$ cat config.mk
export PLATFORM = sky130hd
export DESIGN_NAME = pc_sequencer
export DESIGN_NICKNAME = d
export VERILOG_FILES = /design/src/rtl/pc_sequencer_pkg.sv /design/src/rtl/pc_sequencer_target_calc.sv /design/src/rtl/pc_sequencer.sv
export SDC_FILE = /design/constraint.sdc
export NUM_CORES = 1
export LEC_CHECK = 0
export BUFFER_PORTS_ARGS = -buffer_cell sky130_fd_sc_hd__clkbuf_2
export CAP_MARGIN = 20
export CORE_UTILIZATION = 32
export CTS_BUF_LIST = sky130_fd_sc_hd__clkbuf_8
export DETAILED_ROUTE_END_ITERATION = 10
export SYNTH_ARGS = -nofsm -noshare
export SYNTH_HDL_FRONTEND = slang
export SYNTH_SLANG_ARGS = --single-unit
$ cat constraint.sdc
create_clock -name iCLK -period 2.47 [get_ports iCLK]
set_clock_uncertainty 0.15 [all_clocks]
set_input_delay 0.494 -clock iCLK [delete_from_list [all_inputs] [get_ports iCLK]]
set_output_delay 0.494 -clock iCLK [all_outputs]
set_load 0.03 [all_outputs]
$ cat src/rtl/pc_sequencer_pkg.sv
// Shared core constants: switch levels, branch funct3 codes,
// control-transfer kinds and fetch sequencer state encodings.
package pc_sequencer_pkg;

    localparam logic ON  = 1'b1;
    localparam logic OFF = 1'b0;

    localparam logic [2:0] FUNCT3_BEQ  = 3'b000;
    localparam logic [2:0] FUNCT3_BNE  = 3'b001;
    localparam logic [2:0] FUNCT3_BLT  = 3'b100;
    localparam logic [2:0] FUNCT3_BGE  = 3'b101;
    localparam logic [2:0] FUNCT3_BLTU = 3'b110;
    localparam logic [2:0] FUNCT3_BGEU = 3'b111;

    localparam logic [1:0] CTRL_NONE   = 2'd0;
    localparam logic [1:0] CTRL_BRANCH = 2'd1;
    localparam logic [1:0] CTRL_JAL    = 2'd2;
    localparam logic [1:0] CTRL_JALR   = 2'd3;

    localparam logic [31:0] INSTR_BYTES = 32'd4;

    typedef enum logic [1:0] {
        ST_BOOT = 2'd0,
        ST_RUN  = 2'd1,
        ST_TRAP = 2'd2
    } seq_state_t;

    typedef struct packed {
        logic        taken;
        logic        misaligned;
        logic [31:0] target;
    } xfer_t;

    function automatic logic [31:0] next_seq(input logic [31:0] pc);
        return pc + INSTR_BYTES;
    endfunction

endpackage

$ cat src/rtl/pc_sequencer_target_calc.sv
// Resolves the execute-stage control transfer into a taken flag,
// a fetch target and a misalignment flag.
module pc_target_calc
    import pc_sequencer_pkg::*;
(
    input  logic        ex_valid,
    input  logic [1:0]  ctrl_type,
    input  logic        branch,
    input  logic [31:0] ex_pc,
    input  logic [31:0] imm,
    input  logic [31:0] rs1,
    output xfer_t       xfer
);

    logic [31:0] pc_rel;
    logic [31:0] reg_rel;

    always_comb begin
        pc_rel  = ex_pc + imm;
        reg_rel = (rs1 + imm) & ~32'h1;
        xfer    = '0;
        unique case (ctrl_type)
            CTRL_NONE: begin
                xfer.taken = OFF;
            end
            CTRL_BRANCH: begin
                xfer.taken  = branch;
                xfer.target = pc_rel;
            end
            CTRL_JAL: begin
                xfer.taken  = ON;
                xfer.target = pc_rel;
            end
            CTRL_JALR: begin
                xfer.taken  = ON;
                xfer.target = reg_rel;
            end
        endcase
        xfer.taken      = xfer.taken & ex_valid;
        // Bit 0 is always clear here; only bit 1 can break word alignment
        xfer.misaligned = xfer.taken & xfer.target[1];
    end

endmodule

$ cat src/rtl/pc_sequencer.sv
// Fetch PC holder and redirect stage: sequential advance, taken
// transfers and misaligned-target traps to a fixed vector.
module pc_sequencer
    import pc_sequencer_pkg::*;
#(
    parameter logic [31:0] RESET_VECTOR = 32'h0040_0000,
    parameter logic [31:0] TRAP_VECTOR  = 32'h0040_0004
)
(
    input  logic        iCLK,
    input  logic        iRST_N,
    input  logic        iStall,
    input  logic        iInstrReady,
    output logic        oFetchReq,
    output logic [31:0] oPC,
    input  logic        iExValid,
    input  logic [1:0]  iCtrlType,
    input  logic        iBranch,
    input  logic [31:0] iExPC,
    input  logic [31:0] iImm,
    input  logic [31:0] iRs1,
    output logic        oRedirect,
    output logic [31:0] oLinkPC,
    output logic        oMisaligned,
    output logic [31:0] oBadAddr
);

    seq_state_t  state;
    xfer_t       xfer;
    logic [31:0] pc;
    logic [31:0] bad_addr;
    logic        fetch_req;
    logic        mis;

    pc_target_calc u_calc (
        .ex_valid  (iExValid),
        .ctrl_type (iCtrlType),
        .branch    (iBranch),
        .ex_pc     (iExPC),
        .imm       (iImm),
        .rs1       (iRs1),
        .xfer      (xfer)
    );

    // Flush also fires on the misaligned cycle so upstream is clean before the trap
    assign oRedirect   = iRST_N & (state == ST_RUN) & xfer.taken;
    assign oLinkPC     = next_seq(iExPC);
    assign oPC         = pc;
    assign oFetchReq   = fetch_req;
    assign oMisaligned = mis;
    assign oBadAddr    = bad_addr;

    always_ff @(posedge iCLK or negedge iRST_N) begin
        if (!iRST_N) begin
            state     <= ST_BOOT;
            pc        <= RESET_VECTOR;
            bad_addr  <= '0;
            fetch_req <= OFF;
            mis       <= OFF;
        end else begin
            unique case (state)
                ST_BOOT: begin
                    state     <= ST_RUN;
                    fetch_req <= ON;
                end
                ST_RUN: begin
                    if (xfer.misaligned) begin
                        bad_addr  <= xfer.target;
                        pc        <= TRAP_VECTOR;
                        state     <= ST_TRAP;
                        fetch_req <= OFF;
                        mis       <= ON;
                    end else if (xfer.taken) begin
                        pc <= xfer.target;
                    end else if (iInstrReady && !iStall) begin
                        pc <= next_seq(pc);
                    end
                end
                ST_TRAP: begin
                    state     <= ST_RUN;
                    fetch_req <= ON;
                    mis       <= OFF;
                end
                default: begin
                    state     <= ST_BOOT;
                    pc        <= RESET_VECTOR;
                    fetch_req <= OFF;
                    mis       <= OFF;
                end
            endcase
        end
    end

endmodule

==> results of run 1 <==
Yosys cell counts (all sizes together) (4+ instances only):
master | n | area (sq um)
a221oi | 6 | 52.6
o211ai | 15 | 113
nor4 | 10 | 68.8
and4 | 7 | 61.3
clkbuf | 42 | 164
mux2 | 9 | 101
buf | 13 | 75.1
nor3b | 4 | 35.0
nand2 | 90 | 338
o22ai | 13 | 81.3
or2 | 5 | 31.3
nand3 | 43 | 215
a31oi | 16 | 100
a211oi | 12 | 95.1
or3 | 9 | 58.8
nand4 | 25 | 156
nor2b | 6 | 37.5
and2 | 10 | 65.1
o21ai | 85 | 425
nor2 | 77 | 289
inv | 33 | 124
o21bai | 11 | 82.6
dfrtp | 66 | 1650
a22oi | 23 | 173
a211o | 7 | 61.3
a21o | 26 | 195
nand3b | 5 | 37.5
and3 | 24 | 150
xor2 | 21 | 184
ha | 67 | 838
o211a | 6 | 60.1
a21oi | 91 | 455
o21a | 15 | 113
xnor2 | 55 | 482
nor3 | 21 | 105
final timing paths:
kind / end / cells past startpoint / slack, ns / startpoint
min: oBadAddr[31] / 2 / 0.13 / iRST_N
max: oLinkPC[31] / 9 / -0.27 / iExPC[5]
max reg2reg: oPC[31] / 9 / 0.11 / oPC[11]
min in group iCLK: oBadAddr[1] / 1 / 0.33 / oBadAddr[1]
max in group asynchronous: oPC[22] / 2 / 1.73 / iRST_N
min reg2reg: oBadAddr[1] / 1 / 0.33 / oBadAddr[1]
cell type report:
class,instances,area share [%]
Clock inverter,6,0.625
Inverter,34,0.898
Timing Repair Buffer,555,29.5
Sequential cell,67,11.8
Clock buffer,10,0.969
Tap cell,319,2.81
Multi-Input combinational cell,863,53.4
sequential cells by signal, summed over array words and instances, names as in the netlist:
name / flops
oBadAddr: 32
oFetchReq: 1
oMisaligned: 1
oPC: 31
state: 2
logic make-up (layout without fill, tap and decap cells):
group / after synthesis / after routing / synth area share (%)
AO/OA/AOI/OAI: 362 / 362 / 30.2
XOR/XNOR: 76 / 76 / 8.57
adder cells (fa/ha/maj): 69 / 69 / 11.3
multiplexers: 11 / 11 / 1.56
buffers and inverters: 89 / 605 / 4.72
AND/OR/NAND/NOR: 344 / 344 / 22.0
flip-flops: 67 / 67 / 21.6
other: 1 / 1 / 0.0483
routing by layer:
layer | global-route usage, % | up-vias | routed length [um]
met4 | 6.70 | 0 | 652
li1 | - | 4837 | -
met5 | 0 | - | 0
met1 | 34.0 | 4725 | 14500
met3 | 3.12 | 37 | 1760
met2 | 42.6 | 325 | 15900
where the power goes:
| part | leakage (nW) | internal [W] | total (W) | switching [W] |
|---|---|---|---|---|
| logic | 5.56 | 0.00231 | 0.00554 | 0.00323 |
| registers | 0.831 | 0.00158 | 0.00198 | 0.000401 |
| clock network | 0.108 | 0.000595 | 0.00104 | 0.000441 |
| total | 6.50 | 0.00449 | 0.00856 | 0.00407 |
per-stage QoR:
step	instance area, sq um	total power (W)
3_5_place_dp	11900	0.00691
5_1_grt	14200	0.00909
2_1_floorplan	8370	0.00480
4_1_cts	13200	0.00823
3_3_place_gp	11900	0.00684
6_report	14200	0.00856
worst register-to-register path, stage by stage, from the launching register on:
cell and delay, ns:
sky130_fd_sc_hd__dfrtp_1 0.36, sky130_fd_sc_hd__nand3_1 0.15, sky130_fd_sc_hd__nor4_2 0.33, sky130_fd_sc_hd__buf_4 0.18, sky130_fd_sc_hd__and4_1 0.22, sky130_fd_sc_hd__and4_1 0.25, sky130_fd_sc_hd__nand3_1 0.10, sky130_fd_sc_hd__mux2_2 0.27
sky130_fd_sc_hd__a22oi_1 0.14, sky130_fd_sc_hd__o21ai_1 0.08
repair_timing:
action	in CTS	in global routing
resized for setup	173	215
endpoints found under the hold margin	0	0
endpoints found under the setup margin	61	68
buffers inserted	19	31
pin swaps	76	116
==> results.txt, run 1 <==
The run finished, with violations left. The checks that failed: setup timing. Setup repair after global routing could not meet its margin everywhere. The count of inserted antenna diode cells is 0. The net count of the finished layout is 1703.

The y dimension of the die came out at 158 um. The analysis attributes to cell leakage a power of 6.50 nW. The signal on the critical path passes through clkbuf_16 > and3_4 > and2_4 > nand4_1 > or2_4 > nor3_4 > nand3_2 > xnor2_4 > buf_8. Setup violations remaining at the end of the flow were counted as 46. In this design, the stage delay of the slowest critical-path cell is 0.29 ns. The largest net degree at the start of global routing is 68. The number of global-route vias before repair was 9435. For the worst-skew pair, the clock arrives at the later sink with an insertion delay of 0.36 ns. The setup slack after placement is -0.760 ns. The worst path setup slack after routing is -0.274 ns.

Summing every instance area after synthesis gives 7770 sq um. In this run the number of H-tree levels came out at 3. The last weighted congestion value of the routability-driven placer came out at 0.906. The total of hold buffers inserted after clock tree synthesis is 0. The filler cell count in the final layout came out at 2025. The total die area came out at 24900 sq um. The worst setup path is launched from a primary input.

After synthesis the netlist holds a flip-flop and latch count of 67. The number of flops mapped to enable cells by yosys came out at 0. The tree is rooted in a sky130_fd_sc_hd__clkbuf_8.

The number of hold violations in the final report came out at 0. The clock drives 67 sinks. The number of nets handed over by synthesis was 1192.

The initial antenna violation count is 0. The number of antenna-violating nets in the routed design is 0. Summed over all layers, the routed wires come to 32800 um. The final period utilization came out at 111%. Counting flops with an async set or reset pin after synthesis yields a share of 100%.

In the synthesized netlist the dominant register cell turns out to be sky130_fd_sc_hd__dfrtp_1. The total number of vias is 9924. The slowest stage of the critical path belongs to the cell sky130_fd_sc_hd__or2_4. For this block, the initial DRC count from the detailed router was 505. The library cells used most frequently in the layout, excluding fill and tap cells, are sky130_fd_sc_hd__buf_4 (323), sky130_fd_sc_hd__clkbuf_2 (153), sky130_fd_sc_hd__nand2_1 (78). Buffers inserted during clock tree synthesis total 9. The number of instances in the synthesized netlist came out at 1019. In the global route stage, overall resource usage came out at 25.3%. In the final routed layout, each cell accounts on average for 17.7 um. The critical path is of the in -> out type. In this design, the largest share of critical-path delay is due to simple AND/OR/NAND/NOR gates. 203 I/O pins were placed. The share of layout cells above drive strength 1 is 53.1%. The required time of the critical path came out at 1.83 ns. The shortest clock period the worst path allows after layout came out at 2.74 ns. The worst setup path is captured at a primary output. Final hold analysis gives a worst-case slack of 0.125 ns.

The path class of the tightest hold or removal check is in -> async. STA puts the critical path data arrival time at 2.10 ns. The final global-route overflow total came out at 0. The clock tree from TritonCTS is done. Summing all multi-input logic gate instances after layout gives 7580 sq um. During synthesis, Yosys emitted a total of 0 warnings. The number of cells after detailed placement came out at 1799. The number of buffers and inverters on the critical path is 2. The total of max-cap violations is 0. The peak fanout along the critical path is 4. The HPWL after detailed placement is 25300 um. From left edge to right edge, the die measures 158 um. The cell row count came out at 56. The final core area utilization came out at 60.2%. The ratio of routed vias to standard cells came out at 5.35.

Leaving out fill and tap cells, the most frequent cell in the layout is sky130_fd_sc_hd__buf_4. The effective utilization at floorplan came out at 32.9%. The area growth from synthesis to layout is 82.9%.

Adding up every negative setup slack in the final design gives -6.82 ns. The clock transition at the register clock pins on the worst setup and hold paths after CTS came out at 0.08 ns. The max-slew violation total from the final report is 0. The flip-flop and latch area came out at 1680 sq um. The total iterations of the first detailed-routing run is 5. The first global-routing pass estimated 49200 um of wire. The total power divided by cell area came out at 602 nW/um^2.

During placement, the flow inserted port buffers numbering 201. The number of buffers on the longest clock path came out at 2. The worst voltage drop across the vdd grid is 0.000496 V. The average cell area after synthesis is 7.63 sq um. The number of standard cells in the final layout excluding fillers came out at 1854.

The core region is 23600 sq um. The DRC violations left came out at 0. The fmax is 0.364 GHz. The count of distinct cell types in the synthesized netlist came out at 78. The sequential element share of the synthesized area is 21.6%.
Power figures use the tool's default switching activity.
==> inputs of run 2 (changes only) <==
==> constraint.sdc (replaced) <==
create_clock -name iCLK -period 2.85 [get_ports iCLK]
set_clock_uncertainty 0.15 [all_clocks]
set_input_delay 0.57 -clock iCLK [delete_from_list [all_inputs] [get_ports iCLK]]
set_output_delay 0.57 -clock iCLK [all_outputs]
set_load 0.03 [all_outputs]
==> results.txt, run 2 (synthesis gave the netlist of run 1 again) <==
The die is 158 um wide. Once placement finished, the instance area stood at 11200 sq um. The count of inserted antenna diode cells came out at 0. In this run the core area contains 56 standard-cell rows.

The filler cell count in the final layout came out at 2301. In this run the worst hold path is classified as reg -> reg. For the finished layout, the period the worst path requires is 2.91 ns.

The final global-route overflow total came out at 0. The cell sitting at the root of the clock tree is a sky130_fd_sc_hd__clkbuf_8. The total die area is 24900 sq um. Setup violations remaining at the end of the flow were counted as 3. The clock buffer count from CTS is 9. In the final routed layout, each cell accounts on average for 16.8 um. STA classifies the critical path endpoint as a primary output.

The max-slew violation total from the final report is 0. The total number of vias is 9439. For this design the ratio of total power to cell area is 557 nW/um^2. Leaving out fill and tap cells, the most frequent cell in the layout is sky130_fd_sc_hd__buf_4. Of the available clock period, the critical path in the final layout requires 102%.

The number of hold violations in the final report is 0. The number of cells after detailed placement came out at 1749. The wire length of the first global-routing pass came out at 45300 um.

Across all register-to-register paths, the minimum setup slack is 0.26 ns. The detail route stage leaves a number of antenna-violating nets equal to 0. The final reports fail on setup timing. The number of design-rule violations left by the first detailed-router iteration is 476. Detailed placement finished with a half-perimeter wire length of 24600 um. The clock passes through at most 2 buffers. The required time of the critical path is 2.13 ns. Leaving out filler cells and counting taps, the final layout contains 1771. The level count of the clock H-tree is 3. The clock sink count came out at 67. The layout overhead on the synthesized area is 56.1%. The total of max-cap violations is 0. The worst setup path is of the in -> out kind. The ratio of routed vias to standard cells came out at 5.33. The DRC violations left is 0. The total routing resource utilization after global routing is 23.2%. The share of layout cells above drive strength 1 is 42.5%.

The I/O pin count is 203. Setup repair after global routing could not meet its margin everywhere. The worst setup path is launched from a primary input. The clock reaches the later pin of the worst-skew pair after 0.35 ns.

The fmax came out at 0.344 GHz. At the end of the flow, the number of nets in the layout was 1621. The number of global-route vias before repair came out at 8771. Once layout is done, the placed cells without fillers occupy 12100 sq um. TritonCTS built the clock tree. The peak fanout along the critical path came out at 4. The normalized max-slew margin is 42.7%.

Cells fill 51.4% of the core in the end. The initial antenna violation count is 0. The static leakage came out at 5.76 nW. In the layout the commonest cells are sky130_fd_sc_hd__buf_4 (269), sky130_fd_sc_hd__clkbuf_2 (185), sky130_fd_sc_hd__nand2_1 (87). Once the floorplan was initialized, standard cells occupied 32.9% of the core. The area inside the core boundary came out at 23600 sq um. The clock transition at the register clock pins on the worst setup and hold paths after CTS is 0.07 ns.

From bottom edge to top edge, the die measures 158 um. The number of buffers inserted by port buffering is 201. The total iterations of the first detailed-routing run is 5.

Final hold analysis gives a worst-case slack of 0.322 ns. The register with the most flip-flops in the layout has 32 of them. The flow ran to the end, but the final reports show violations. The data arrival time of the worst path came out at 2.19 ns. The largest net degree at the start of global routing came out at 68.

After routing, the total negative slack on setup checks comes to -0.0762 ns. The last weighted congestion value of the routability-driven placer came out at 0.944. Setup slack on the critical path of the routed design comes to -0.0578 ns. The slew at the pin closest to its max-slew limit is 0.860 ns.

The worst-case IR drop observed on VDD is 0.000395 V. For this design, the CTS-stage hold fixing added 0 buffers. The post-detailed-routing wire length is 29800 um.
## run 2: changes by cell type in the layout (fill, tap and decap cells not counted), moves of 9 or more
cell,previous run,this run
sky130_fd_sc_hd__buf_4,323,269
sky130_fd_sc_hd__buf_6,42,3
sky130_fd_sc_hd__clkbuf_2,153,185
sky130_fd_sc_hd__ha_4,34,12
sky130_fd_sc_hd__ha_1,30,51
sky130_fd_sc_hd__a21oi_1,67,83
sky130_fd_sc_hd__o21ai_0,53,66
sky130_fd_sc_hd__nor2_1,64,74
sky130_fd_sc_hd__a21oi_4,9,0
sky130_fd_sc_hd__nand2_1,78,87
sky130_fd_sc_hd__o21ai_2,14,5
## run 2: critical path, stage by stage
cell                      delay, ns
sky130_fd_sc_hd__buf_8         0.08
sky130_fd_sc_hd__and3_4        0.19
sky130_fd_sc_hd__and2_4        0.14
sky130_fd_sc_hd__nand4_1       0.11
sky130_fd_sc_hd__or2_4         0.32
sky130_fd_sc_hd__nor3_4        0.25
sky130_fd_sc_hd__nand3_2       0.19
sky130_fd_sc_hd__xnor2_4       0.20
sky130_fd_sc_hd__buf_8         0.14
## run 2: timing repair
item                       4_1_cts  5_1_grt
gates resized for setup         51       94
setup endpoints to repair       42       49
pin swaps                       19       51
setup buffers                    1        6
## run 2: final cells by class
type	count	area, sq um	share of cell area, %
tap	319	399	3.29
clock inverter	3	46.3	0.382
inverter	34	128	1.05
clock buffer	12	165	1.36
multi-input combinational	863	6520	53.7
sequential	67	1680	13.8
timing repair buffer	473	3200	26.4
## run 2: power by group
part           internal [W]  switching (W)  leakage, nW
sequential          0.00137       0.000424        0.831
clock              0.000472       0.000352        0.105
combinational       0.00163        0.00250         4.82
## run 2: per-stage QoR
stage                     worst slack [ns]  power, W
final                              -0.0578   0.00675
after detailed placement            -0.569   0.00573
after CTS                           -0.135   0.00663
after floorplan                    -0.0558   0.00408
after global placement              -0.532   0.00569
after global routing                -0.141   0.00720
## run 2: path summary, 6_finish.rpt
kind                              from           to  cells past startpoint
max in group asynchronous       iRST_N    oFetchReq                      2
hold reg to reg            oBadAddr[1]  oBadAddr[1]                      1
setup / recovery              iExPC[4]  oLinkPC[31]                      9
setup reg to reg               oPC[13]      oPC[31]                      8
hold / removal             oBadAddr[1]  oBadAddr[1]                      1
min in group asynchronous       iRST_N      oPC[21]                      2
## run 2: layer usage
metal | GRT usage [%] | routed length (um) | part of all wire (%)
met4 | 5.32 | 500 | 1.7
met3 | 2.11 | 1450 | 4.9
met2 | 38.3 | 13700 | 46
met5 | 0 | 0 | 0
met1 | 32.5 | 14100 | 47
